--- src/rtl/debounce_multi.sv ---
// -----------------------------------------------------------------------------
// debounce_multi
//
// Multi-channel pushbutton conditioner. Each channel is fully independent and
// provides a two-flop input synchroniser, a counter-based debounce filter,
// one-cycle press/release pulses, a long-press level and an optional
// auto-repeat pulse train.
//
// Parameters:
//   els_p        number of channels
//   width_p      debounce counter width; a new level must be seen on
//                2^width_p consecutive synchronised samples to be accepted
//   hold_width_p hold/repeat counter width; long-press threshold and repeat
//                period are both 2^hold_width_p cycles
//
// Ports:
//   clk_i        system clock
//   reset_n_i    asynchronous active-low reset, clears every flop
//   button_i     raw asynchronous pad inputs, active-high
//   repeat_en_i  global auto-repeat enable (synchronous to clk_i)
//   debounce_o   debounced level
//   rise_o       one-cycle press pulse, aligned with debounce_o rising
//   fall_o       one-cycle release pulse, aligned with debounce_o falling
//   hold_o       long-press level
//   repeat_o     one-cycle auto-repeat pulse
// -----------------------------------------------------------------------------
module debounce_multi #(
  parameter int els_p        = 4,
  parameter int width_p      = 16,
  parameter int hold_width_p = 24
) (
  input  logic             clk_i,
  input  logic             reset_n_i,
  input  logic [els_p-1:0] button_i,
  input  logic             repeat_en_i,
  output logic [els_p-1:0] debounce_o,
  output logic [els_p-1:0] rise_o,
  output logic [els_p-1:0] fall_o,
  output logic [els_p-1:0] hold_o,
  output logic [els_p-1:0] repeat_o
);

  genvar gi;
  generate
    for (gi = 0; gi < els_p; gi++) begin : g_ch
      logic                    sync1_reg;
      logic                    sync2_reg;
      logic                    db_reg;
      logic                    db_next;
      logic [width_p-1:0]      cnt_reg;
      logic [width_p-1:0]      cnt_next;
      logic [hold_width_p-1:0] hcnt_reg;
      logic [hold_width_p-1:0] hcnt_next;
      logic                    hold_reg;
      logic                    hold_next;
      logic                    rise_reg;
      logic                    fall_reg;
      logic                    repeat_reg;
      logic                    repeat_next;

      // Debounce filter: any sample matching the accepted level restarts the
      // count, so only an unbroken run of 2^width_p differing samples flips it.
      always_comb begin
        db_next  = db_reg;
        cnt_next = '0;
        if (sync2_reg != db_reg) begin
          if (cnt_reg == '1) begin
            db_next = sync2_reg;
          end else begin
            cnt_next = cnt_reg + 1'b1;
          end
        end
      end

      // Hold/repeat counter. It is held at zero on the edge the press is
      // accepted and only advances once debounce_o is already high, so the
      // long-press window covers a full 2^hold_width_p cycles of debounced
      // high and repeats fall every 2^hold_width_p cycles after that.
      // Clearing on db_next drops hold_o on the same edge debounce_o falls.
      always_comb begin
        hcnt_next   = '0;
        hold_next   = 1'b0;
        repeat_next = 1'b0;
        if (db_next && db_reg) begin
          if (hcnt_reg == '1) begin
            hold_next   = 1'b1;
            // The edge that first raises hold_o never repeats; the enable
            // gates only the pulse, never the counter, so phase is kept.
            repeat_next = hold_reg & repeat_en_i;
          end else begin
            hcnt_next = hcnt_reg + 1'b1;
            hold_next = hold_reg;
          end
        end
      end

      always_ff @(posedge clk_i or negedge reset_n_i) begin
        if (!reset_n_i) begin
          sync1_reg  <= 1'b0;
          sync2_reg  <= 1'b0;
          db_reg     <= 1'b0;
          cnt_reg    <= '0;
          hcnt_reg   <= '0;
          hold_reg   <= 1'b0;
          rise_reg   <= 1'b0;
          fall_reg   <= 1'b0;
          repeat_reg <= 1'b0;
        end else begin
          sync1_reg  <= button_i[gi];
          sync2_reg  <= sync1_reg;
          db_reg     <= db_next;
          cnt_reg    <= cnt_next;
          hcnt_reg   <= hcnt_next;
          hold_reg   <= hold_next;
          rise_reg   <= ~db_reg & db_next;
          fall_reg   <= db_reg & ~db_next;
          repeat_reg <= repeat_next;
        end
      end

      assign debounce_o[gi] = db_reg;
      assign rise_o[gi]     = rise_reg;
      assign fall_o[gi]     = fall_reg;
      assign hold_o[gi]     = hold_reg;
      assign repeat_o[gi]   = repeat_reg;
    end
  endgenerate

endmodule
--- config.mk ---
export PLATFORM = sky130hd
export DESIGN_NAME = debounce_multi
export DESIGN_NICKNAME = d
export VERILOG_FILES = /design/src/rtl/debounce_multi.sv
export SDC_FILE = /design/constraint.sdc
export NUM_CORES = 1
export LEC_CHECK = 0
export ABC_AREA = 1
export BUFFER_PORTS_ARGS = -buffer_cell sky130_fd_sc_hd__buf_2
export CAP_MARGIN = 20
export CORE_MARGIN = 2
export CORE_UTILIZATION = 47
export DETAILED_ROUTE_END_ITERATION = 16
export HOLD_SLACK_MARGIN = 0.06
export PLACE_DENSITY = 0.62
export SLEW_MARGIN = 20
export SYNTH_ARGS = -nofsm -noshare
export SYNTH_HDL_FRONTEND = slang
export SYNTH_SLANG_ARGS = --single-unit
--- constraint.sdc ---
create_clock -name clk_i -period 2.1 [get_ports clk_i]
set_clock_uncertainty 0.1 [all_clocks]
set_input_delay 0.315 -clock clk_i [delete_from_list [all_inputs] [get_ports clk_i]]
set_output_delay 0.315 -clock clk_i [all_outputs]
set_load 0.01 [all_outputs]
Yosys cells after proc, flatten, opt, wreduce, memory -nomap -nowiden --
Cells that the tools add are included.
Operators by class: add/sub/neg operators 8, multiply operators 0, div/mod/pow operators 0, order comparisons 0, equal/unequal tests 16, shift operators 0, multiplexer cells 40, bitwise operators 20, reduce and logical (&&, ||, !) cells 4
Operator list (number):
- 24-bit two-way mux | 8
- 16-bit two-way mux | 8
- 24-bit by 1-bit adder with 24-bit output, second input constant | 4
- 24-bit == test, second input constant | 4
- 16-bit by 1-bit adder with 16-bit output, second input constant | 4
- 16-bit == test, second input constant | 4
- 1-bit two-way mux | 24
- 1-bit bitwise AND | 12
- 2-bit by 1-bit != test with 1-bit output, second input constant | 4
- 1-bit inverter | 8
- 1-bit logical AND | 4
- 1-bit != test | 4
Word-level totals: register bits 188, bits in latches 0, memory bits (writable) 0, ROM bits 0, memories 0

Logic depth before layout (Yosys ltp) --
depth in word-level cells 5, gate-level depth with buffers 9, gate-level depth less buffers 9

Worst setup path after synthesis --
Ideal clock, no wire load.
kind flip-flop to flip-flop, start point register g_ch[2].hcnt_reg[0], end point register g_ch[2].hcnt_reg[0], arrival 1.369 ns, required time 1.878 ns, setup slack 0.509 ns, cell stages (with the launch flop) 9, clock period less this slack 1.591 ns, cell sequence dfrtp_1 ha_1 nand2_1 nor2_2 nand2_1 nor2_2 nand2_2 nand2_4 nor2_1
Between the ends: cells in the longest elaborated chain, start to end 3, elaborated cells on any way between the ends 4
RTL lines:
- start, declared | line 52 | logic [hold_width_p-1:0] hcnt_reg;
- start signal, assigned | line 113 | hcnt_reg <= hcnt_next;
- 24-bit by 1-bit adder with 24-bit output / 24-bit == test (equally long branches) | line 91, 85
- 24-bit two-way mux * | line 85 | if (hcnt_reg == '1) begin
- 24-bit two-way mux * | line 84 | if (db_next && db_reg) begin
- net g_ch[2].hcnt_next[0] | line 53 | logic [hold_width_p-1:0] hcnt_next;
Mark *: on every way through the listed nets, which the timed path passes. The rest lies on a longest branch. A chain may end at the register's enable or synchronous reset.

Worst setup path in the final report --
start point register g_ch[0].hcnt_reg[0], end point register g_ch[0].hcnt_reg[13]
Between the ends: cells in the longest elaborated chain, start to end 3, elaborated cells on any way between the ends 4
RTL lines (line):
- start, declared | 52
- start signal, assigned | 113
- 24-bit by 1-bit adder with 24-bit output / 24-bit == test (equally long branches) | 91, 85
- 24-bit two-way mux * | 85
- 24-bit two-way mux * | 84
- net g_ch[0].hcnt_next[13] | 53
Marks and branches as above.

==> results_dict.tcl <==
set metrics [dict create \
    final.hold.worst_slack_ns 0.0823 \
    total_area_of_sequential_cells_mm2 0.00470 \
    final_core_util_pct 52.4 \
    drive_gt1_share_pct 9.82 \
    chipWidth_um 149 \
    power_density_mw_per_mm2 660 \
    die_y_um 149 \
    placed_area_mm2 0.0103 \
    placeable_core_region_mm2 0.0209 \
    synth_async_sr_flop_share_pct 100 \
    detail_route.iter0.violations 379 \
    clock_latency_on_the_worst_skew_pair_ns 0.42 \
    htree_levels 4 \
    globalplace.congestion 0.873 \
    worstHoldStart "repeat_en_i" \
    cp_max_fo 11 \
    grt_antenna_before_repair 0 \
    final_cell_count_no_fill 1599 \
    antenna_cells_inserted 0 \
    drv_cap 0 \
    post_layout_total_power_mw 7.23 \
    report.final.hold_viol_count 0 \
    route.antenna.remaining_nets 0 \
    endpoint_kind "flop" \
    tightestPinTransition_ns 0.424 \
    wire_per_inst_um 12.1 \
    tritoncts "yes" \
    post_route_cell_area_mm2 0.0110 \
    synth_seq_area_share_pct 47.4 \
    layout_common_cells "nand2_1, nor2_1, dfrtp_1, inv_1, nand3_1" \
    die_area_mm2 0.0223 \
    first_global_vias 7458 \
    drc_errors 0 \
    min_path_cells 3 \
    vias 7586 \
    grt_max_degree 67 \
    layout-area-overhead-vs-synth_pct 10.3 \
    synthesis.instances 1280 \
    grt_pass1_wl_um 34200 \
    place_worst_setup_slack_ns 0.257 \
    path_cells "ha_1, nand2_1, nor2_4, nand2_2, nor2_4, nand3_2, nand2_1, nor2_1" \
    multi_input_comb_area_mm2 0.00457 \
    timing.critical_path.required_ns 2.30 \
    synth_largest_type_area_fraction_pct 47.4 \
    synth.largest_area_cell "dfrtp_1" \
    timing.final.crit_share_pct 87.1 \
    cts.reportedPaths.clkPinSlew_ns 0.07 \
    timing.final.ws_setup_ns 0.270 \
    max-vdd-ir-drop_mv 0.426 \
    global_route.usage.total_pct 19.0 \
    worst-r2r-cell-count 8 \
    finalWirelength_um 19400 \
    fin_tns_setup_ns 0 \
    netlist_area_mm2 0.00993 \
    cts_num_sinks 188 \
    critPathKind "reg -> reg" \
    route.detailed.vias_per_inst 4.74 \
    hold_path.class "in -> reg" \
    synth_cell_types 34 \
    num-fill-cells 2011 \
    crit-reg2reg-capture "g_ch[0].hcnt_reg[13]" \
    ys_top_cells_by_area "dfrtp_1, nand2_1, nor2_1" \
    num_io_pins 27 \
    mappedNetlistNets 1295 \
    count_of_flip_flops_with_a_built_in_enable_after_synthesis 0 \
    r2r_slack_ns 0.27 \
    timing_max_transition_violations_final 0 \
    post_cts_buffers 0 \
    maxSlewHeadroom_pct 71.7 \
    start_util_pct 47.6 \
    syn_avg_cell_area_um2 7.76 \
    cts_made_buffers 17 \
    static-leakage-power_nw 4.58 \
    global_route.overflow_total 0 \
    clockBufferDepth 2 \
    synth.yosys.warnings 0 \
    largest_register_ff_count 96 \
    rsz0062_at_grt "false" \
    dp_hpwl_um 14300 \
    core.rowCount 53 \
    type_of_element_launching_the_critical_path "flop" \
    crit_slowest_cell "dfrtp_1" \
    worst_reg2reg_startpoint "g_ch[0].hcnt_reg[0]" \
    dp_cells 1563 \
    cpPeakStageDelay_ns 0.39 \
    fmax_mhz 546 \
    hold_end "g_ch[1].repeat_reg" \
    cts_root_cell "clkbuf_16" \
    synth-seq-cells 188 \
    post-route-min-period_ns 1.83 \
    layout.nets 1327 \
    mostFrequentLayoutCell "nand2_1" \
    drt_pass1_iterations 5 \
    final-setup-viol-count 0 \
    ys.flop_type "dfrtp_1" \
    io_buffer_count 26 \
    worst-endpoint-arrival_ns 2.03 \
    run_status "completed" \
]
## worst max-delay path by stage
stage | start | endpoint | slack (ns) | depth (start not counted)
2_1_floorplan | g_ch[2].hcnt_reg[0] | g_ch[2].hcnt_reg[0] | 0.51 | 8
3_3_place_gp | g_ch[0].hcnt_reg[0] | g_ch[0].hcnt_reg[0] | 0.31 | 8
3_5_place_dp | g_ch[0].hcnt_reg[0] | g_ch[0].hcnt_reg[0] | 0.26 | 8
4_1_cts | g_ch[0].hcnt_reg[0] | g_ch[0].hcnt_reg[0] | 0.23 | 8
5_1_grt | g_ch[0].hcnt_reg[0] | g_ch[0].hcnt_reg[13] | 0.07 | 8
6_report | g_ch[0].hcnt_reg[0] | g_ch[0].hcnt_reg[13] | 0.27 | 8
## logic make-up after synthesis
logic type                 Yosys count  synth area share, %
DFF                                188                 47.4
and+or+nand+nor                    817                 35.4
adders and majority gates            8                 1.01
xor gates and xnor gates            80                 7.05
buffers and inverters              145                 6.64
AOI/OAI and AO/OA                   42                 2.57
## cell type report
class                           count  area share (%)
Multi-Input combinational cell    947            41.7
Inverter                          120            4.13
Clock inverter                     13            1.72
Clock buffer                       18            3.92
Timing Repair Buffer               38            2.43
Tap cell                          275            3.14
Sequential cell                   188            42.9
## synthesized netlist by cell type (3+ instances only)
| cell type | instances |
|---|---|
| nand2_1 | 328 |
| nor2_1 | 319 |
| dfrtp_1 | 188 |
| inv_1 | 110 |
| nand3_1 | 73 |
| xnor2_1 | 41 |
| xor2_1 | 39 |
| buf_4 | 20 |
| nor3_1 | 20 |
| nor2_2 | 19 |
| a21oi_1 | 16 |
| nand2_2 | 14 |
| o21ai_0 | 14 |
| nand4_1 | 11 |
| nor3b_1 | 10 |
| inv_2 | 9 |
| nor2_4 | 9 |
| ha_1 | 8 |
| buf_6 | 5 |
| nand2_4 | 4 |
| o21ai_1 | 3 |
## power by group
group / switching, mW / internal [mW] / total, mW
Sequential: 0.0194 / 3.65 / 3.67
Combinational: 0.124 / 0.0490 / 0.173
Clock: 1.40 / 2.00 / 3.40
## layer usage
| layer | routed length (um) | vias to the layer above | GRT usage [%] |
|---|---|---|---|
| met3 | 473 | 8 | 4.04 |
| met2 | 9260 | 70 | 32.1 |
| met5 | 0 | - | 0 |
| met4 | 177 | 0 | 4.81 |
| met1 | 9500 | 3518 | 24.9 |
| li1 | - | 3990 | - |
## worst max-delay path, delay by kind of cell (launching register included)
family                     cells  cell delay (ns)
DFF                            1             0.39
and+or+nand+nor                7             1.03
adders and majority gates      1             0.18
## repair_timing
item / in CTS / in global routing
endpoints found under the hold margin: 46 / 0
hold buffers: 5 / 0
resized for setup: 0 / 0
endpoints found under the setup margin: 0 / 0
(Power assumes the default switching activity.)
